<file path="config.mk">
export PLATFORM = sky130hd
export DESIGN_NAME = sd_spi_block_wr
export DESIGN_NICKNAME = d
export VERILOG_FILES = /design/src/rtl/sd_spi_block_wr.sv
export SDC_FILE = /design/constraint.sdc
export NUM_CORES = 1
export LEC_CHECK = 0
export BUFFER_PORTS_ARGS = -buffer_cell sky130_fd_sc_hd__buf_2
export CELL_PAD_IN_SITES_DETAIL_PLACEMENT = 1
export CELL_PAD_IN_SITES_GLOBAL_PLACEMENT = 2
export CORE_MARGIN = 5
export CORE_UTILIZATION = 39
export CTS_CLUSTER_SIZE = 40
export DETAILED_ROUTE_END_ITERATION = 8
export GPL_ROUTABILITY_DRIVEN = 0
export PLACE_DENSITY = 0.9
export SLEW_MARGIN = 20
export SYNTH_ARGS = -nofsm -noshare
export SYNTH_HDL_FRONTEND = slang
export SYNTH_SLANG_ARGS = --single-unit
</file>
<file path="constraint.sdc">
create_clock -name clk -period 6.76 [get_ports clk]
set_input_delay 1.014 -clock clk [delete_from_list [all_inputs] [get_ports clk]]
set_output_delay 1.014 -clock clk [all_outputs]
set_load 0.03 [all_outputs]
</file>
<file path="src/rtl/sd_spi_block_wr.sv">
// SPI-mode SD card single-block writer: CMD24, one 512-byte data packet, data response and busy wait.
// All card-side and source-side outputs are registered on clk rising edges; MISO is sampled on rising edges.
module sd_spi_block_wr #(
    parameter logic [15:0] TIMEOUT      = 16'd1000,
    parameter logic [23:0] BUSY_TIMEOUT = 24'd2_000_000
) (
    input  logic        clk,
    input  logic        rst_n,
    input  logic        sd_init_done,
    input  logic        wr_start_en,
    input  logic [31:0] wr_sec_addr,
    input  logic [15:0] wr_data,
    output logic        wr_req,
    output logic        wr_busy,
    output logic        wr_err,
    input  logic        sd_miso,
    output logic        sd_cs,
    output logic        sd_mosi,
    output logic [3:0]  dbg_state
);

    typedef enum logic [3:0] {
        IDLE      = 4'd0,
        CMD       = 4'd1,
        WAIT_R1   = 4'd2,
        GAP       = 4'd3,
        TOKEN     = 4'd4,
        DATA      = 4'd5,
        CRC       = 4'd6,
        WAIT_RESP = 4'd7,
        BUSY      = 4'd8,
        TAIL      = 4'd9
    } state_t;

    state_t      state;
    logic [47:0] tx_sr;
    logic [47:0] cmd_frame;
    logic [6:0]  rx_sr;
    logic [5:0]  bit_cnt;
    logic [7:0]  word_cnt;
    logic [23:0] wait_cnt;
    logic        got_start;
    logic        err_flag;

    assign cmd_frame = {8'h58, wr_sec_addr, 8'hFF};
    assign dbg_state = state;

    // Source handshake: wr_start_en is a one-cycle request taken only in IDLE with sd_init_done high
    // and wr_busy low; each wr_req pulse asks for one word, which must sit on wr_data from the 2nd cycle after.
    always_ff @(posedge clk or negedge rst_n) begin
        if (!rst_n) begin
            state     <= IDLE;
            sd_cs     <= 1'b1;
            sd_mosi   <= 1'b1;
            wr_busy   <= 1'b0;
            wr_req    <= 1'b0;
            wr_err    <= 1'b0;
            tx_sr     <= '1;
            rx_sr     <= '0;
            bit_cnt   <= '0;
            word_cnt  <= '0;
            wait_cnt  <= '0;
            got_start <= 1'b0;
            err_flag  <= 1'b0;
        end else begin
            wr_req <= 1'b0;
            wr_err <= 1'b0;
            case (state)
                IDLE: begin
                    sd_cs   <= 1'b1;
                    sd_mosi <= 1'b1;
                    bit_cnt <= '0;
                    if (wr_start_en && sd_init_done && !wr_busy) begin
                        state    <= CMD;
                        wr_busy  <= 1'b1;
                        err_flag <= 1'b0;
                        sd_cs    <= 1'b0;
                        sd_mosi  <= cmd_frame[47];
                        tx_sr    <= {cmd_frame[46:0], 1'b1};
                    end
                end
                CMD: begin
                    if (bit_cnt == 6'd47) begin
                        state     <= WAIT_R1;
                        sd_mosi   <= 1'b1;
                        bit_cnt   <= '0;
                        wait_cnt  <= '0;
                        got_start <= 1'b0;
                    end else begin
                        sd_mosi <= tx_sr[47];
                        tx_sr   <= {tx_sr[46:0], 1'b1};
                        bit_cnt <= bit_cnt + 6'd1;
                    end
                end
                WAIT_R1: begin
                    if (!got_start) begin
                        if (!sd_miso) begin
                            got_start <= 1'b1;
                            rx_sr     <= '0;
                            bit_cnt   <= 6'd1;
                        end else if (wait_cnt == {8'd0, TIMEOUT} - 24'd1) begin
                            state    <= TAIL;
                            err_flag <= 1'b1;
                            sd_cs    <= 1'b1;
                            bit_cnt  <= '0;
                        end else begin
                            wait_cnt <= wait_cnt + 24'd1;
                        end
                    end else begin
                        rx_sr <= {rx_sr[5:0], sd_miso};
                        if (bit_cnt == 6'd7) begin
                            bit_cnt   <= '0;
                            got_start <= 1'b0;
                            if ({rx_sr, sd_miso} == 8'h00) begin
                                state <= GAP;
                            end else begin
                                state    <= TAIL;
                                err_flag <= 1'b1;
                                sd_cs    <= 1'b1;
                            end
                        end else begin
                            bit_cnt <= bit_cnt + 6'd1;
                        end
                    end
                end
                GAP: begin
                    if (bit_cnt == 6'd7) begin
                        state   <= TOKEN;
                        bit_cnt <= '0;
                        wr_req  <= 1'b1;
                        sd_mosi <= 1'b1;
                        tx_sr   <= {7'b1111110, {41{1'b1}}};
                    end else begin
                        bit_cnt <= bit_cnt + 6'd1;
                    end
                end
                TOKEN: begin
                    if (bit_cnt == 6'd7) begin
                        state    <= DATA;
                        bit_cnt  <= '0;
                        word_cnt <= '0;
                        wr_req   <= 1'b1;
                        sd_mosi  <= wr_data[15];
                        tx_sr    <= {wr_data[14:0], {33{1'b1}}};
                    end else begin
                        sd_mosi <= tx_sr[47];
                        tx_sr   <= {tx_sr[46:0], 1'b1};
                        bit_cnt <= bit_cnt + 6'd1;
                    end
                end
                DATA: begin
                    if (bit_cnt == 6'd15) begin
                        bit_cnt <= '0;
                        if (word_cnt == 8'd255) begin
                            state    <= CRC;
                            word_cnt <= '0;
                            sd_mosi  <= 1'b1;
                        end else begin
                            // The request issued here is for the word after the one being loaded.
                            word_cnt <= word_cnt + 8'd1;
                            wr_req   <= (word_cnt != 8'd254);
                            sd_mosi  <= wr_data[15];
                            tx_sr    <= {wr_data[14:0], {33{1'b1}}};
                        end
                    end else begin
                        sd_mosi <= tx_sr[47];
                        tx_sr   <= {tx_sr[46:0], 1'b1};
                        bit_cnt <= bit_cnt + 6'd1;
                    end
                end
                CRC: begin
                    if (bit_cnt == 6'd15) begin
                        state     <= WAIT_RESP;
                        bit_cnt   <= '0;
                        wait_cnt  <= '0;
                        got_start <= 1'b0;
                    end else begin
                        bit_cnt <= bit_cnt + 6'd1;
                    end
                end
                WAIT_RESP: begin
                    if (!got_start) begin
                        if (!sd_miso) begin
                            got_start <= 1'b1;
                            rx_sr     <= '0;
                            bit_cnt   <= 6'd1;
                        end else if (wait_cnt == {8'd0, TIMEOUT} - 24'd1) begin
                            state    <= TAIL;
                            err_flag <= 1'b1;
                            sd_cs    <= 1'b1;
                            bit_cnt  <= '0;
                        end else begin
                            wait_cnt <= wait_cnt + 24'd1;
                        end
                    end else begin
                        rx_sr <= {rx_sr[5:0], sd_miso};
                        if (bit_cnt == 6'd4) begin
                            state     <= BUSY;
                            bit_cnt   <= '0;
                            got_start <= 1'b0;
                            wait_cnt  <= '0;
                            if (rx_sr[2:0] != 3'b010) begin
                                err_flag <= 1'b1;
                            end
                        end else begin
                            bit_cnt <= bit_cnt + 6'd1;
                        end
                    end
                end
                BUSY: begin
                    if (sd_miso) begin
                        state   <= TAIL;
                        sd_cs   <= 1'b1;
                        bit_cnt <= '0;
                    end else if (wait_cnt == BUSY_TIMEOUT - 24'd1) begin
                        state    <= TAIL;
                        err_flag <= 1'b1;
                        sd_cs    <= 1'b1;
                        bit_cnt  <= '0;
                    end else begin
                        wait_cnt <= wait_cnt + 24'd1;
                    end
                end
                TAIL: begin
                    sd_cs   <= 1'b1;
                    sd_mosi <= 1'b1;
                    if (bit_cnt == 6'd7) begin
                        state   <= IDLE;
                        bit_cnt <= '0;
                    end else begin
                        // Busy drops and the error pulses together in the final tail cycle.
                        if (bit_cnt == 6'd6) begin
                            wr_busy <= 1'b0;
                            wr_err  <= err_flag;
                        end
                        bit_cnt <= bit_cnt + 6'd1;
                    end
                end
                default: begin
                    state <= IDLE;
                end
            endcase
        end
    end

endmodule

</file>
# Word level (Yosys, flattened, before mapping)
# Cells that the tools add are included.
[op_classes] n_mux=96 n_eq_ne=42 n_reduce_logical=29 add_sub_neg=3
[op_table] operator="$mux W48" count=6
[op_table] operator="$pmux W48 S5" count=1
[op_table] operator="$mux W24" count=9
[op_table] operator="$pmux W24 S5" count=1
[op_table] operator="$mux W4" count=17
[op_table] operator="$mux W6" count=10
[op_table] operator="$pmux W6 S7" count=1
[op_table] operator="$pmux W4 S10" count=1
[op_table] operator="$mux W1" count=38
[op_table] operator="$ne A2 B2 Y1 const B" count=16
[op_table] operator="$add A24 B1 Y24 const B" count=1
[op_table] operator="$eq A24 B10 Y1 const B" count=1
[op_table] operator="$eq A24 B21 Y1 const B" count=1
[op_table] operator="$mux W8" count=3
[op_table] operator="$eq A6 B3 Y1 const B" count=3
[op_table] operator="$ne A3 B3 Y1 const B" count=6
[op_table] operator="$eq A4 B3 Y1 const B" count=4
[op_table] operator="$pmux W8 S2" count=1
[op_table] operator="$reduce_bool A5 Y1" count=3
[op_table] operator="$mux W7" count=2
[op_table] operator="$reduce_and A11 Y1" count=1
[op_table] operator="$reduce_and A5 Y1" count=2
[op_table] operator="$add A8 B1 Y8 const B" count=1
[op_table] operator="$eq A4 B2 Y1 const B" count=2
[op_table] operator="28 further kinds" count=39
[totals] wordCells=183 ff_bits=104 inputBits=53 output_inout_bits=9

# Depth between registers and ports, before layout
[depth] depth_word=5 ltp_mapped=10 ltp_nobuf=7

# Worst setup path before layout
# Ideal clock, no wire load.
[synth_path] path_kind="input-to-reg" startpoint="input port sd_miso" endpoint="register wait_cnt[9]" setup_ps=104 required_ps=6656 stages=7 slack_ps=4236 arrival_time_ps=2421 cell_sequence="or4b_1 -> a21oi_1 -> o22a_1 -> and2_4 -> buf_6 -> nand2_2 -> o41ai_2"
[synth_between] elab_chain_len=3
[synth_rtl] item="start: declaration" line_no="16" source="input logic sd_miso,"
[synth_rtl] item="$mux W24"
[synth_rtl] item="$mux W24, on equally long branches"
[synth_rtl] item="$pmux W24 S5"
[synth_rtl] item="end signal: assignment" line_no="107" source="wait_cnt <= wait_cnt + 24'd1;"
[synth_rtl] item="end signal: assignment" line_no="193" source="wait_cnt <= wait_cnt + 24'd1;"
[synth_rtl] item="end signal: assignment" line_no="221" source="wait_cnt <= wait_cnt + 24'd1;"
[synth_rtl] item="end: declaration" line_no="41" source="logic [23:0] wait_cnt;"
# Several ways; a longest one is shown, not always the timed one. The select of a mux whose other input is x is not followed.
# A chain may end at the register's enable or synchronous reset.

# Worst setup path after layout
[layout_path] startpoint="register state[0], in the netlist dbg_state[0]" endpoint="register wait_cnt[9]"
[layout_between] elab_chain_len=3
[layout_rtl] item="start: declaration" line_no="35" source="state_t state;"
[layout_rtl] item="start signal: assignment" line_no="52" source="state <= IDLE;"
[layout_rtl] item="start signal: assignment" line_no="74" source="state <= CMD;"
[layout_rtl] item="start signal: assignment" line_no="84" source="state <= WAIT_R1;"
[layout_rtl] item="$eq A4 B3 Y1 (tied with other cells)" line_no="68" source="case (state)"
[layout_rtl] item="$ne A3 B3 Y1 (no line) (tied with other cells)"
[layout_rtl] item="$reduce_and A7 Y1 (no line)"
# Several ways; a longest one is shown, not always the timed one.

==> run_results.csv <==
group,metric,value,unit
cells_and_area,layout-drive-gt1-share,0.222,
timing,finalSetupViolCount,0,
synthesis,yosysTopAreaCell,"dfrtp_1",
grt,met1_usage,0.270,
grt,grt_use_total,0.195,
timing,skew,0.00938,ns
routing,routed_wirelength,17.3,mm
synthesis,synthArstFlopShare,1.00,
min_path,hold_path.class,"reg -> reg",
floorplan,fp-row-count,44,
timing,setup_tns,0,ns
grt,grt_max_degree,79,
synthesis,synth.avg_cell_area,8.72,sq um
worst_setup_path,critPathKind,"reg -> reg",
synthesis,synth_cell_type_count,80,
timing,worst_pin_slew,1.07,ns
min_path,holdPathStages,2,
worst_setup_path,worstPathArrival,3.91,ns
status,status,"finished clean",
grt,busiest_layer,"met2",
grt,first_global_vias,5587,
cells_and_area,final_util,0.445,
synthesis,synth.area.top_cells,"dfrtp_1, dfstp_2, o21ai_0",
worst_setup_path,cp_cell_sequence,"nand2_1 -> nor2_1 -> a31oi_1 -> buf_4 -> a21oi_1 -> nand2_2 -> o41ai_2",
clock_network,cts_buffers,9,
power_and_ir_drop,power_density,170,mW/mm^2
cells_and_area,nNetsFinal,756,
synthesis,yosysTopAreaCellShare,0.232,
synthesis,syn_inst,669,
clock_network,ctsLongestPathBuffers,2,
worst_setup_path,cp-start-kind,"register",
timing,final_hold_viol_count,0,
grt,antenna_found_initial,0,
power_and_ir_drop,leakagePower,0.00270,uW
grt,met3_usage,0.0248,
timing,min_period,3.66,ns
floorplan,fp.dieH,132,um
worst_setup_path,r2r-start,"dbg_state[0]$_DFFE_PN0P_",
worst_setup_path,critPathCaptureType,"register",
synthesis,synth_ff_type,"dfrtp_1",
floorplan,ioPinCount,62,
timing,drv_slew,0,
worst_setup_path,cp_slowest_cell,"dfrtp_1",
synthesis,synth-seq-cells,95,
clock_network,holdBufCountCts,0,
clock_network,clk_latency,0.34,ns
routing,wl_per_cell,19.5,um
cells_and_area,areaGrowthSynthToFinish,11.2,%
min_path,hp-start,"tx_sr[32]$_DFFE_PN1P_",
grt,gr-total-overflow,0,
placed_design,port_buffers,61,
cells_and_area,antenna_cells,0,
timing,rsz0062_at_grt,"false",
floorplan,initial_core_util,0.400,
synthesis,yosysWarnings,0,
routing,drt_iter0_markers,486,
timing,max_freq,273,MHz
power_and_ir_drop,vdd_drop_max,0.000145,V
worst_setup_path,critPathMaxStageDelay,0.96,ns
grt,grt_pass1_wl,28.9,mm
clock_network,cts.sinks,95,
placed_design,dp.final_hpwl,12.1,mm
worst_setup_path,crit_required,7.00,ns
cells_and_area,n_fill_cell,1727,
routing,drc_errors,0,
grt,use_met2,0.324,
timing,post-route-period-util,0.542,
synthesis,synth_edf_count,0,
worst_setup_path,cp_num_cells,7,
worst_setup_path,startpoint,"dbg_state[0]$_DFFE_PN0P_",
timing,timing.slew.headroom,0.287,
synthesis,syn_area,0.00584,sq mm
routing,vias_per_cell,6.14,
synthesis,yosysSeqAreaShare,0.416,
floorplan,die_width,132,um
clock_network,cts_htree_levels,3,
floorplan,core-area,0.0146,sq mm
routing,antenna_left,0,
cells_and_area,stdcell_count,886,
synthesis,syn_nets,728,
clock_network,clock-root-buffer,"clkbuf_16",
floorplan,dieArea,0.0175,sq mm
worst_setup_path,path_buf_inv,1,
clock_network,cts_setup_buffers,0,
worst_setup_path,reg2regPathDepth,7,
worst_setup_path,cp_top_family,"compound AO/OA/AOI/OAI gates",
job,cap_violations,0,
routing,num_vias,5441,
clock_network,cts_resized,0,
clock_network,cts_tree,"yes",
placed_design,place_inst,870,
routing,drtPass1Iterations,5,
worst_setup_path,cp_max_fo,31,
clock_network,clkTransAtPathRegs,0.07,ns
[cells by family after synthesis]
group / count (synthesis) / share of synthesized area
adder cells (fa/ha/maj): 6 / 0.0129
AO/OA/AOI/OAI: 236 / 0.272
buffers and inverters: 62 / 0.0476
flip-flops: 95 / 0.416
XOR/XNOR: 3 / 0.00450
multiplexers: 5 / 0.00922
AND/OR/NAND/NOR: 262 / 0.238
[area by class of cell]
class / instances / area [sq um] / share of cell area
sequential: 95 / 2430 / 0.374
clock buffer: 11 / 243 / 0.0374
timing repair buffer: 66 / 345 / 0.0532
inverter: 13 / 48.8 / 0.00752
tap: 184 / 230 / 0.0355
multi-input combinational: 512 / 3150 / 0.486
clock inverter: 5 / 40.0 / 0.00617
[synth_stat cells (3+ instances only)]
cell	n
a211oi_1	4
a21o_1	3
a21oi_1	47
a221o_1	8
a221oi_1	7
a22o_1	10
a31o_2	3
a31oi_1	14
a32oi_1	3
a41oi_1	3
and2_1	4
and3_1	11
and4_1	9
buf_2	15
clkbuf_1	31
dfrtp_1	54
dfstp_2	41
ha_1	6
inv_1	13
mux2_2	3
nand2_1	82
nand2b_1	9
nand3_1	18
nand3b_1	4
nand4_1	12
nor2_1	58
nor2b_1	9
nor3_1	8
nor4_1	4
o21ai_0	64
o21ai_1	3
o221ai_1	3
o22a_1	3
o31ai_1	32
or2_2	4
or4b_1	3
xor2_1	3
[layout by cell type, fill, tap and decap left out, drive strengths merged, types with 8 or more instances in the layout]
cell type / n
nand4: 12
nor2b: 9
nand2: 83
nor3: 9
and3: 13
a22o: 10
nand3: 19
nor2: 58
dfrtp: 54
o31ai: 32
a21oi: 47
dfstp: 41
o21ai: 67
buf: 66
a31oi: 15
nand2b: 9
and4: 10
inv: 15
clkbuf: 11
a221o: 8
[stage by stage]
stage	setup WS (ns)	hold WS [ns]	power (uW)	cell area, sq um
2_1_floorplan	4.24	0.445	587	5840
3_3_place_gp	3.37	0.454	617	6190
3_5_place_dp	3.20	0.460	618	6200
4_1_cts	3.15	0.471	1120	6480
5_1_grt	2.85	0.490	1150	6490
6_report	3.10	0.468	1100	6490
[per-layer routing]
metal | up-vias | wire, um
li1 | 2565 | -
met1 | 2749 | 8080
met2 | 111 | 8480
met3 | 16 | 527
met4 | 0 | 208
met5 | - | 0
[power breakdown]
group | leakage [uW] | switching, uW | internal (uW)
logic | 0.00140 | 21.9 | 15.0
registers | 0.00116 | 0 | 569
clock network | 0.000140 | 232 | 263
total | 0.00270 | 254 | 848
[worst reg2reg max path: stages (launching register included)]
cell	delay, ns
dfrtp_1	0.96
nand2_1	0.29
nor2_1	0.34
a31oi_1	0.16
buf_4	0.25
a21oi_1	0.84
nand2_2	0.35
o41ai_2	0.36
[state kept, by name (all words and copies together), names as in the netlist]
signal / count
rx_sr: 7
wr_busy: 1
wr_err: 1
bit_cnt: 6
word_cnt: 8
tx_sr: 39
got_start: 1
wait_cnt: 24
dbg_state: 4
err_flag: 1
sd_mosi: 1
sd_cs: 1
wr_req: 1
[final timing paths]
check / end / slack [ns]
max: wait_cnt[9]$_DFFE_PN0P_ / 3.10
min: tx_sr[32]$_DFFE_PN1P_ / 0.47
max reg2reg: wait_cnt[9]$_DFFE_PN0P_ / 3.10
min reg2reg: tx_sr[32]$_DFFE_PN1P_ / 0.47
max in group asynchronous: wait_cnt[19]$_DFFE_PN0P_ / 4.98
min in group asynchronous: wr_err$_DFF_PN0_ / 0.67
Power figures use the tool's default switching activity.
